File: config.mk
export PLATFORM = sky130hd
export DESIGN_NAME = fifo_mw_sram_merge_flat
export DESIGN_NICKNAME = d
export VERILOG_FILES = /design/src/rtl/fifo_mw_sram_merge_if.sv /design/src/rtl/fifo_mw_sram_merge.sv /design/src/flat_wrapper.sv
export SDC_FILE = /design/constraint.sdc
export NUM_CORES = 1
export LEC_CHECK = 0
export ABC_AREA = 0
export BUFFER_PORTS_ARGS = -buffer_cell sky130_fd_sc_hd__buf_2
export CORE_MARGIN = 2
export CORE_UTILIZATION = 45
export DETAILED_ROUTE_END_ITERATION = 7
export SKIP_CTS_REPAIR_TIMING = 1
export SLEW_MARGIN = 30
export SYNTH_ARGS = -nofsm -noshare
export SYNTH_HDL_FRONTEND = slang
export SYNTH_SLANG_ARGS = --single-unit
File: constraint.sdc
create_clock -name clk -period 15.2 [get_ports clk]
set_clock_uncertainty 0.1 [all_clocks]
set_input_delay 3.04 -clock clk [delete_from_list [all_inputs] [get_ports clk]]
set_output_delay 3.04 -clock clk [all_outputs]
set_load 0.1 [all_outputs]
File: src/rtl/fifo_mw_sram_merge_if.sv
// Bus bundle for the multi-writer merge FIFO: writer lanes, reader side and status.
// FIFO_MW_ALMOST_FULL_EN adds the almost_full status line.
interface fifo_mw_sram_merge_if #(
  parameter int DATA_WIDTH = 64,
  parameter int ADDR_WIDTH = 4,
  parameter int WR_NUM     = 4,
  parameter int ID_WIDTH   = 2
);
  logic [WR_NUM-1:0]            push;
  logic [DATA_WIDTH*WR_NUM-1:0] data_in;
  logic [WR_NUM-1:0]            push_ack;
  logic                         pop;
  logic [DATA_WIDTH-1:0]        data_out;
  logic [ID_WIDTH-1:0]          src_id;
  logic                         empty;
  logic                         full;
  logic [ADDR_WIDTH:0]          count;
`ifdef FIFO_MW_ALMOST_FULL_EN
  logic                         almost_full;
`endif

  // Producers/consumer side drives requests; FIFO side answers with acks, data and status.
  modport master (
    output push, data_in, pop,
    input  push_ack, data_out, src_id, empty, full, count
`ifdef FIFO_MW_ALMOST_FULL_EN
    , input almost_full
`endif
  );

  modport slave (
    input  push, data_in, pop,
    output push_ack, data_out, src_id, empty, full, count
`ifdef FIFO_MW_ALMOST_FULL_EN
    , output almost_full
`endif
  );
endinterface

File: src/rtl/fifo_mw_sram_merge.sv
// Multi-writer single-reader merge FIFO with a round-robin write arbiter; each word keeps its lane ID.
// Optional feature macro: FIFO_MW_ALMOST_FULL_EN (adds combinational almost_full).
module fifo_mw_sram_merge #(
  parameter int DATA_WIDTH = 64,
  parameter int ADDR_WIDTH = 4,
  parameter int RAM_DEPTH  = 1 << ADDR_WIDTH,
  parameter int WR_NUM     = 4,
  parameter int ID_WIDTH   = 2,
  parameter int AF_MARGIN  = 2
) (
  input  logic                   clk,
  input  logic                   rst_n,
  input  logic                   Reset,
  fifo_mw_sram_merge_if.slave    bus
);
  localparam int ENTRY_W = ID_WIDTH + DATA_WIDTH;

  logic [ENTRY_W-1:0]    mem [RAM_DEPTH];
  logic [ADDR_WIDTH-1:0] wr_ptr;
  logic [ADDR_WIDTH-1:0] rd_ptr;
  logic [ADDR_WIDTH:0]   count;
  logic [ID_WIDTH-1:0]   rr_ptr;
  logic [DATA_WIDTH-1:0] data_out_q;
  logic [ID_WIDTH-1:0]   src_id_q;
  logic                  empty;
  logic                  full;
  logic                  pop_ok;
  logic                  grant_valid;
  logic [ID_WIDTH-1:0]   grant_id;
  logic [WR_NUM-1:0]     grant_vec;
  logic [DATA_WIDTH-1:0] grant_data;

  assign empty  = (count == '0);
  assign full   = (count == (ADDR_WIDTH+1)'(RAM_DEPTH));
  assign pop_ok = bus.pop && !empty && !Reset;

  // Round-robin scan starting at rr_ptr; nothing is granted while full or clearing.
  always_comb begin
    int idx;
    idx         = 0;
    grant_valid = 1'b0;
    grant_id    = '0;
    if (rst_n && !full && !Reset) begin
      for (int k = 0; k < WR_NUM; k++) begin
        idx = (int'(rr_ptr) + k) % WR_NUM;
        if (!grant_valid && bus.push[idx]) begin
          grant_valid = 1'b1;
          grant_id    = ID_WIDTH'(idx);
        end
      end
    end
    grant_vec  = grant_valid ? (WR_NUM'(1) << grant_id) : '0;
    grant_data = bus.data_in[DATA_WIDTH*grant_id +: DATA_WIDTH];
  end

  // Storage array is deliberately left out of reset.
  always_ff @(posedge clk) begin
    if (grant_valid) begin
      mem[wr_ptr] <= {grant_id, grant_data};
    end
  end

  // Pointers, occupancy and the registered read port; the synchronous clear keeps data_out/src_id.
  always_ff @(posedge clk or negedge rst_n) begin
    if (!rst_n) begin
      wr_ptr     <= '0;
      rd_ptr     <= '0;
      count      <= '0;
      rr_ptr     <= '0;
      data_out_q <= '0;
      src_id_q   <= '0;
    end else if (Reset) begin
      wr_ptr <= '0;
      rd_ptr <= '0;
      count  <= '0;
      rr_ptr <= '0;
    end else begin
      if (grant_valid) begin
        wr_ptr <= (wr_ptr == ADDR_WIDTH'(RAM_DEPTH-1)) ? '0 : wr_ptr + 1'b1;
        rr_ptr <= ID_WIDTH'((int'(grant_id) + 1) % WR_NUM);
      end
      if (pop_ok) begin
        data_out_q <= mem[rd_ptr][DATA_WIDTH-1:0];
        src_id_q   <= mem[rd_ptr][ENTRY_W-1:DATA_WIDTH];
        rd_ptr     <= (rd_ptr == ADDR_WIDTH'(RAM_DEPTH-1)) ? '0 : rd_ptr + 1'b1;
      end
      case ({grant_valid, pop_ok})
        2'b10:   count <= count + 1'b1;
        2'b01:   count <= count - 1'b1;
        default: count <= count;
      endcase
    end
  end

  assign bus.push_ack = grant_vec;
  assign bus.data_out = data_out_q;
  assign bus.src_id   = src_id_q;
  assign bus.empty    = empty;
  assign bus.full     = full;
  assign bus.count    = count;

`ifdef FIFO_MW_ALMOST_FULL_EN
  assign bus.almost_full = (count >= (ADDR_WIDTH+1)'(RAM_DEPTH - AF_MARGIN));
`endif
endmodule

File: src/flat_wrapper.sv
// flat-port wrapper written by rule: the top's interface ports become plain ports
module fifo_mw_sram_merge_flat 
#(
  parameter int DATA_WIDTH = 64,
  parameter int ADDR_WIDTH = 4,
  parameter int RAM_DEPTH  = 1 << ADDR_WIDTH,
  parameter int WR_NUM     = 4,
  parameter int ID_WIDTH   = 2,
  parameter int AF_MARGIN  = 2
)
  (clk, rst_n, Reset, bus_push, bus_data_in, bus_pop, bus_push_ack, bus_data_out, bus_src_id, bus_empty, bus_full, bus_count);
  fifo_mw_sram_merge_if #(.DATA_WIDTH(DATA_WIDTH), .ADDR_WIDTH(ADDR_WIDTH), .WR_NUM(WR_NUM), .ID_WIDTH(ID_WIDTH)) bus_i ();
  input  logic clk;
  input  logic rst_n;
  input  logic Reset;
  input wire logic [$bits(bus_i.push)-1:0] bus_push;
  input wire logic [$bits(bus_i.data_in)-1:0] bus_data_in;
  input wire logic [$bits(bus_i.pop)-1:0] bus_pop;
  output wire logic [$bits(bus_i.push_ack)-1:0] bus_push_ack;
  output wire logic [$bits(bus_i.data_out)-1:0] bus_data_out;
  output wire logic [$bits(bus_i.src_id)-1:0] bus_src_id;
  output wire logic [$bits(bus_i.empty)-1:0] bus_empty;
  output wire logic [$bits(bus_i.full)-1:0] bus_full;
  output wire logic [$bits(bus_i.count)-1:0] bus_count;
  assign bus_i.push = bus_push;
  assign bus_i.data_in = bus_data_in;
  assign bus_i.pop = bus_pop;
  assign bus_push_ack = bus_i.push_ack;
  assign bus_data_out = bus_i.data_out;
  assign bus_src_id = bus_i.src_id;
  assign bus_empty = bus_i.empty;
  assign bus_full = bus_i.full;
  assign bus_count = bus_i.count;
  fifo_mw_sram_merge #(.DATA_WIDTH(DATA_WIDTH), .ADDR_WIDTH(ADDR_WIDTH), .RAM_DEPTH(RAM_DEPTH), .WR_NUM(WR_NUM), .ID_WIDTH(ID_WIDTH), .AF_MARGIN(AF_MARGIN)) u_core (.clk(clk), .rst_n(rst_n), .Reset(Reset), .bus(bus_i));
endmodule
==> summary.log, run 1 <==
[setup_path] CP Data Required Time 12.06 ns
[place] weighted congestion reported at the end of routability-driven placement 0.937
[cts] clock latency of the later-clocked register in the worst-skew pair 0.71 ns
[sta] final critical-path share of the clock period 61.5%
[sta] measured slew at the worst slew-check pin 1.06 ns
[die] Std-Cell Rows 116
[routing] Final Routed Wirelength 125 mm
[synth] most instantiated flip-flop cell in the synthesis netlist edfxtp_1
[sta] fin crit period 9.35 ns
[routing] via/cell ratio 5.96
[setup_path] kind of critical path input port to output pin
[routing] first-pass iteration count of the detailed router 5
[synth] Net Count, Synth 2770
[synth] number of synthesized register bits 1137
[layout] Area growth, synth to finish 16.4%
[routing] via count of the routed design 25500
[die] Die Span Y 321 um
[power_and_ir_drop] Net Switching 2770 uW
[hold_path] type of the tightest min-delay check flop to flop
[synth] leading post-synthesis cells by instance count 1056 x edfxtp_1, 269 x nand2_1, 266 x mux2i_1
[die] Initial Utilization 45.3%
[cts] number of sinks handled by clock tree synthesis 1137
[routing] Routed WL per cell 29.2 um
[synth] most common cell in the synthesized netlist edfxtp_1
[synth] number of distinct library cells after synthesis 54
[global_route] number of antenna violations at the first check in global routing 6
[die] die boundary width 321 um
[cts] clock root buffer master clkbuf_16
[cts] TritonCTS clock tree done
[sta] final total negative setup slack 0 ns
[setup_path] Crit path arrival time 6.21 ns
[power_and_ir_drop] cell internal power dissipation 5880 uW
[layout] net count reported at finish 3153
[sta] worst rel slew slack 29.5%
[place] Post-Place Setup Slack 5.57 ns
[sta] highest clock rate 0.107 GHz
[sta] Worst Setup Slack, final 5.85 ns
[power_and_ir_drop] total power draw 8650 uW
[synth] leading cell types by total area after synthesis edfxtp_1 70%, mux4_2 6.6%, mux2i_1 5.9%
[global_route] pin count of the biggest net entering global routing 149
[setup_path] maximum fanout along the worst path 67
[power_and_ir_drop] Clock power frac 33.2%
[synth] register area share after synthesis 74.7%
[synth] Synth Warn # 0
[setup_path] Critical Path Sink Type output pin
[global_route] number of global-route vias before repair 26100
[sta] Hold Violations, Final 0
[die] ports placed on the boundary 341
[outcome] result of the run completed
[power_and_ir_drop] largest vdd supply drop 0.104 mV
[routing] detailed-route DRC error count 0
[power_and_ir_drop] Seq pwr share 43.1%
[synth] post-synth top area share 70.2%
[place] number of input and output port buffers inserted 340
[sta] max-slew violation count 0
[place] sum of net half-perimeters after detailed placement 69.2 mm
[global_route] Total GRT Usage 24.1%
[power_and_ir_drop] power density cells 165 nW/um^2
[synth] area of the mapped netlist 45100 sq um
[power_and_ir_drop] part of the power in combinational logic 23.7%
[synth] mean instance size in the synthesized netlist 18.1 sq um
[routing] number of antenna-violating nets in the routed design 0
[layout] Fillers 7862
[power_and_ir_drop] switching part of the total power 32.0%
[cts] clock slew seen by the registers of the worst setup and hold paths 0.06 ns
[layout] fraction of layout instances using a drive strength above 1 26.9%
[power_and_ir_drop] leakage power total 0.0173 uW
[sta] final hold slack 0.371 ns
[cts] depth of the CTS H-tree 3
[setup_path] launching element type of the critical path input port
[synth] number of cells produced by synthesis 2493
[die] placeable core region 99700 sq um
[global_route] global-route wire length before repair 177 mm
[sta] RSZ-0062 raised after global routing no
[global_route] Overflow after GRT 0
[routing] violation count after the first detailed-route iteration 2397
[cts] total clock buffers created by CTS 113
[flow_run] number of max-cap violations 0
[synth] most area-hungry cell type in the Yosys netlist edfxtp_1
[synth] count of flip-flops with a built-in enable after synthesis 1056
[sta] Final Setup Violations 0
[synth] Async SR Flop Fraction 7.12%
[cts] maximum root-to-sink buffer count 3
[die] area enclosed by the die boundary 103000 sq um
## final timing paths
| kind | end | startpoint | slack [ns] | cells past startpoint |
|---|---|---|---|---|
| setup / recovery | bus_push_ack[2] | rst_n | 5.85 | 10 |
| hold / removal | u_core.bus.data_out[40] | u_core.bus.data_out[40] | 0.37 | 2 |
| setup reg to reg | u_core.bus.data_out[12] | u_core.rd_ptr[1] | 10.29 | 8 |
| hold reg to reg | u_core.bus.data_out[40] | u_core.bus.data_out[40] | 0.37 | 2 |
| max in group asynchronous | u_core.bus.data_out[36] | rst_n | 11.77 | 2 |
| min in group asynchronous | u_core.bus.data_out[16] | rst_n | 2.12 | 1 |
## layer usage
metal | share of wire [%] | vias up | GRT usage (%)
li1 | - | 11000 | -
met1 | 41 | 13200 | 31.9
met2 | 48 | 1035 | 39.7
met3 | 7.4 | 214 | 4.82
met4 | 3.4 | 2 | 8.43
met5 | 0.0088 | - | 0
## layout make-up
type / count / area, sq um / area share [%]
multi-input cells: 1176 / 10800 / 20.5
clock inverters: 66 / 776 / 1.48
repair buffers: 439 / 2500 / 4.76
flip-flops and latches: 1137 / 33700 / 64.2
well taps: 1298 / 1620 / 3.09
inverters: 9 / 33.8 / 0.0643
diodes: 2 / 5.00 / 0.00952
clock buffers: 146 / 3110 / 5.92
## per-stage QoR
step,util [%],area (sq um),std cells
after detailed placement,48.7,48500,4052
after floorplan,-,45100,2493
after global routing,52.7,52600,4272
after global placement,48.4,48300,4019
after CTS,52.6,52400,4264
final,52.7,52600,4273
## registers in the layout, indices dropped and copies added (netlist names)
register             cells
u_core.rr_ptr            2
u_core.bus.count         5
u_core.mem            1056
u_core.bus.src_id        2
u_core.wr_ptr            4
u_core.bus.data_out     64
u_core.rd_ptr            4
## power by group through the flow
stage | registers [uW] | clock network [uW] | logic (uW)
global route | 3740 | 3030 | 2170
global placement | 3790 | 0 | 2020
floorplan | 4350 | 0 | 934
detailed placement | 3800 | 0 | 2060
finish | 3730 | 2870 | 2050
CTS | 3730 | 2920 | 2070
## critical path: stages
cell and delay (ns):
buf_6 0.29, nand2b_1 0.19, a21oi_4 0.16, buf_6 0.55, nand3_4 0.13, buf_4 0.47
inv_1 0.54, ha_1 0.22, and2_1 0.12, buf_2 0.42
## cells by family (layout without fill, tap and decap cells)
logic type      Yosys count  after routing  synth area share (%)
flops                  1137           1137                  74.7
compound gates          421            421                  7.14
mux                     398            398                  12.5
simple gates            339            339                  3.21
buf+inv                 180            660                  1.95
fa+ha+maj                13             13                 0.377
xor+xnor                  5              5                0.0970
other cells               0              2                     0
## cells in the final DEF, fill, tap and decap left out, types with 8 or more instances in the layout
master and count:
o22a_1 66, mux4_2 132, nor2_1 15, and2_4 9, nand2_1 267, a31oi_1 65
a32oi_2 11, edfxtp_1 1056, clkinv_2 25, mux2i_1 266, a32oi_1 53, a21oi_1 8
inv_1 9, clkbuf_8 14, buf_4 50, a221oi_1 66, buf_2 370, clkbuf_16 114
clkinv_1 14, buf_6 14, dfrtp_1 79, bufinv_16 14, ha_1 12, o21ai_0 53
clkbuf_1 18, o21ai_1 19, o221ai_1 66
(Power assumes the default switching activity.)
==> run 2: changes to the inputs <==
- clock period: 15.2 -> 8.6 ns (I/O delays scaled with it)
==> summary.log, run 2 (synthesis results as in run 1) <==
[sta] final total negative setup slack 0 ns [unchanged]
[sta] measured slew at the worst slew-check pin 1.00 ns [was 1.06 ns]
[cts] total clock buffers created by CTS 112 [was 113]
[global_route] number of antenna violations at the first check in global routing 5 [was 6]
[setup_path] maximum fanout along the worst path 25 [was 67]
[outcome] result of the run completed [unchanged]
[place] number of input and output port buffers inserted 340 [unchanged]
[layout] fraction of layout instances using a drive strength above 1 26.5% [was 26.9%]
[place] sum of net half-perimeters after detailed placement 71.5 mm [was 69.2 mm]
[cts] clock root buffer master clkbuf_16 [unchanged]
[setup_path] CP Data Required Time 6.78 ns [was 12.06 ns]
[routing] violation count after the first detailed-route iteration 2404 [was 2397]
[routing] via/cell ratio 6.02 [was 5.96]
[routing] detailed-route DRC error count 0 [unchanged]
[sta] RSZ-0062 raised after global routing no [unchanged]
[sta] final critical-path share of the clock period 73.4%
[layout] net count reported at finish 3153 [unchanged]
[global_route] Total GRT Usage 24.1% [about the same]
[global_route] Overflow after GRT 0 [unchanged]
[sta] fin crit period 6.31 ns
[setup_path] R2R Setup Slk 4.33 ns [was 10.29 ns]
[setup_path] Crit path arrival time 4.49 ns [was 6.21 ns]
[power_and_ir_drop] leakage power total 0.0172 uW [was 0.0173 uW]
[cts] clock latency of the later-clocked register in the worst-skew pair 0.68 ns [was 0.71 ns]
[power_and_ir_drop] power density cells 288 nW/um^2 [was 165 nW/um^2]
[place] Placement Cell Area 48600 sq um [was 48500 sq um]
[layout] count of placed standard cells in the final layout, fillers left out 4274 [was 4273]
[die] ports placed on the boundary 341 [unchanged]
[hold_path] type of the tightest min-delay check flop to flop [unchanged]
[sta] highest clock rate 0.158 GHz
[setup_path] stage delay of the slowest cell on the critical path 0.60 ns [was 0.55 ns]
[setup_path] worst-path cell chain buf_2, and3b_1, o21ai_0, nand3_4, inv_1, ha_1, and2_1, buf_2 [was buf_6, nand2b_1, a21oi_4, buf_6, nand3_4, buf_4, inv_1, ha_1, and2_1, buf_2]
[power_and_ir_drop] largest vdd supply drop 0.255 mV [was 0.104 mV]
[sta] Hold Violations, Final 0 [unchanged]
[cts] TritonCTS clock tree done [unchanged]
[die] Initial Utilization 45.3% [unchanged]
[routing] number of antenna-violating nets in the routed design 0 [unchanged]
[layout] Area growth, synth to finish 16.1% [was 16.4%]
[die] die boundary width 321 um [unchanged]
[cts] clock slew seen by the registers of the worst setup and hold paths 0.06 ns [about the same]
[layout] final core utilization 52.6% [was 52.7%]
[sta] max-slew violation count 0 [unchanged]
[die] area enclosed by the die boundary 103000 sq um [unchanged]
[layout] Most flops, register u_core.mem [unchanged]
[global_route] number of global-route vias before repair 26000 [was 26100]
[die] Std-Cell Rows 116 [unchanged]
[routing] Routed WL per cell 29.3 um [was 29.2 um]
[layout] most frequent standard cell in the layout excluding fill and tap cells edfxtp_1 [unchanged]
[setup_path] Critical Path Sink Type output pin [unchanged]
[cts] maximum root-to-sink buffer count 3 [unchanged]
[die] placeable core region 99700 sq um [unchanged]
[cts] number of sinks handled by clock tree synthesis 1137 [unchanged]
[flow_run] number of max-cap violations 0 [unchanged]
[setup_path] kind of critical path input port to output pin [unchanged]
[layout] flip-flop count of the largest register after layout 1056 [unchanged]
[setup_path] combined buffer and inverter count along the critical path 3 [was 5]
[routing] first-pass iteration count of the detailed router 5 [unchanged]
[routing] Final Routed Wirelength 125 mm [about the same]
[global_route] pin count of the biggest net entering global routing 149 [unchanged]
[place] weighted congestion reported at the end of routability-driven placement 0.960 [was 0.937]
[layout] final design instance area without fill 52400 sq um [was 52600 sq um]
[setup_path] launching element type of the critical path input port [unchanged]
[die] Die Span Y 321 um [unchanged]
[cts] depth of the CTS H-tree 3 [unchanged]
[layout] commonest cells after routing, fill and taps aside 1056 x edfxtp_1, 370 x buf_2, 267 x nand2_1 [unchanged]
[sta] Final Setup Violations 0 [unchanged]
[setup_path] Max stage delay cell, worst path o21ai_0 [was buf_6]
[setup_path] kind of cell adding the most delay to the critical path buffers and inverters [unchanged]
[sta] worst rel slew slack 33.0% [was 29.5%]
[global_route] global-route wire length before repair 178 mm [was 177 mm]
[routing] via count of the routed design 25700 [was 25500]
[setup_path] critical path's most frequent cell buf_2 [was buf_6]
[place] Post-Place Cells 4052 [unchanged]
-- run 2: cell count changes in the layout (fill, tap and decap cells not counted), sizes merged --
cell      change
buf           +1
clkbuf       +13
bufinv        -6
inv           -1
clkinv        -4
clkinvlp      -2
-- run 2: stage by stage --
stage               hold WS [ns]  setup WS [ns]  total power (uW)
floorplan                  0.437          0.952              9340
global placement           0.362           2.48             10300
detailed placement         0.366           2.36             10400
CTS                        0.379           2.35             15200
global route               0.402           2.19             15600
finish                     0.373           2.29             15100
-- run 2: area by class of cell --
type                            count  area, sq um
Fill cell                        7916        47300
Clock buffer                      159         3130
Timing Repair Buffer              440         2530
Clock inverter                     53          517
Sequential cell                  1137        33700
Tap cell                         1298         1620
Antenna cell                        2         5.00
Inverter                            9         33.8
Multi-Input combinational cell   1176        10800
-- run 2: layer usage --
metal,vias up,share of wire [%],global-route usage (%)
met5,-,0,0
met4,0,2.3,7.04
met3,166,7.4,3.68
met2,1180,49,40.1
met1,13400,42,33.0
li1,11000,-,-
-- run 2: worst min-delay path: cells and delay by family, from the launching register on --
kind	cells	cell delay (ns)
flops	1	0.34
compound gates	1	0.05
simple gates	1	0.04
-- run 2: path summary, 6_finish.rpt --
kind / start / cells past startpoint / to
max reg2reg: u_core.bus.count[0] / 7 / u_core.mem[1][34]
min reg2reg: u_core.bus.data_out[30] / 2 / u_core.bus.data_out[30]
max in group asynchronous: rst_n / 2 / u_core.rd_ptr[1]
min in group asynchronous: rst_n / 1 / u_core.bus.data_out[8]
min: u_core.bus.data_out[30] / 2 / u_core.bus.data_out[30]
max: bus_push[3] / 8 / bus_push_ack[3]
-- run 2: report_power, final --
part           total, uW  internal [uW]  switching [uW]
Clock               4820           2780            2040
Combinational       3680           1020            2670
Sequential          6590           6410             176
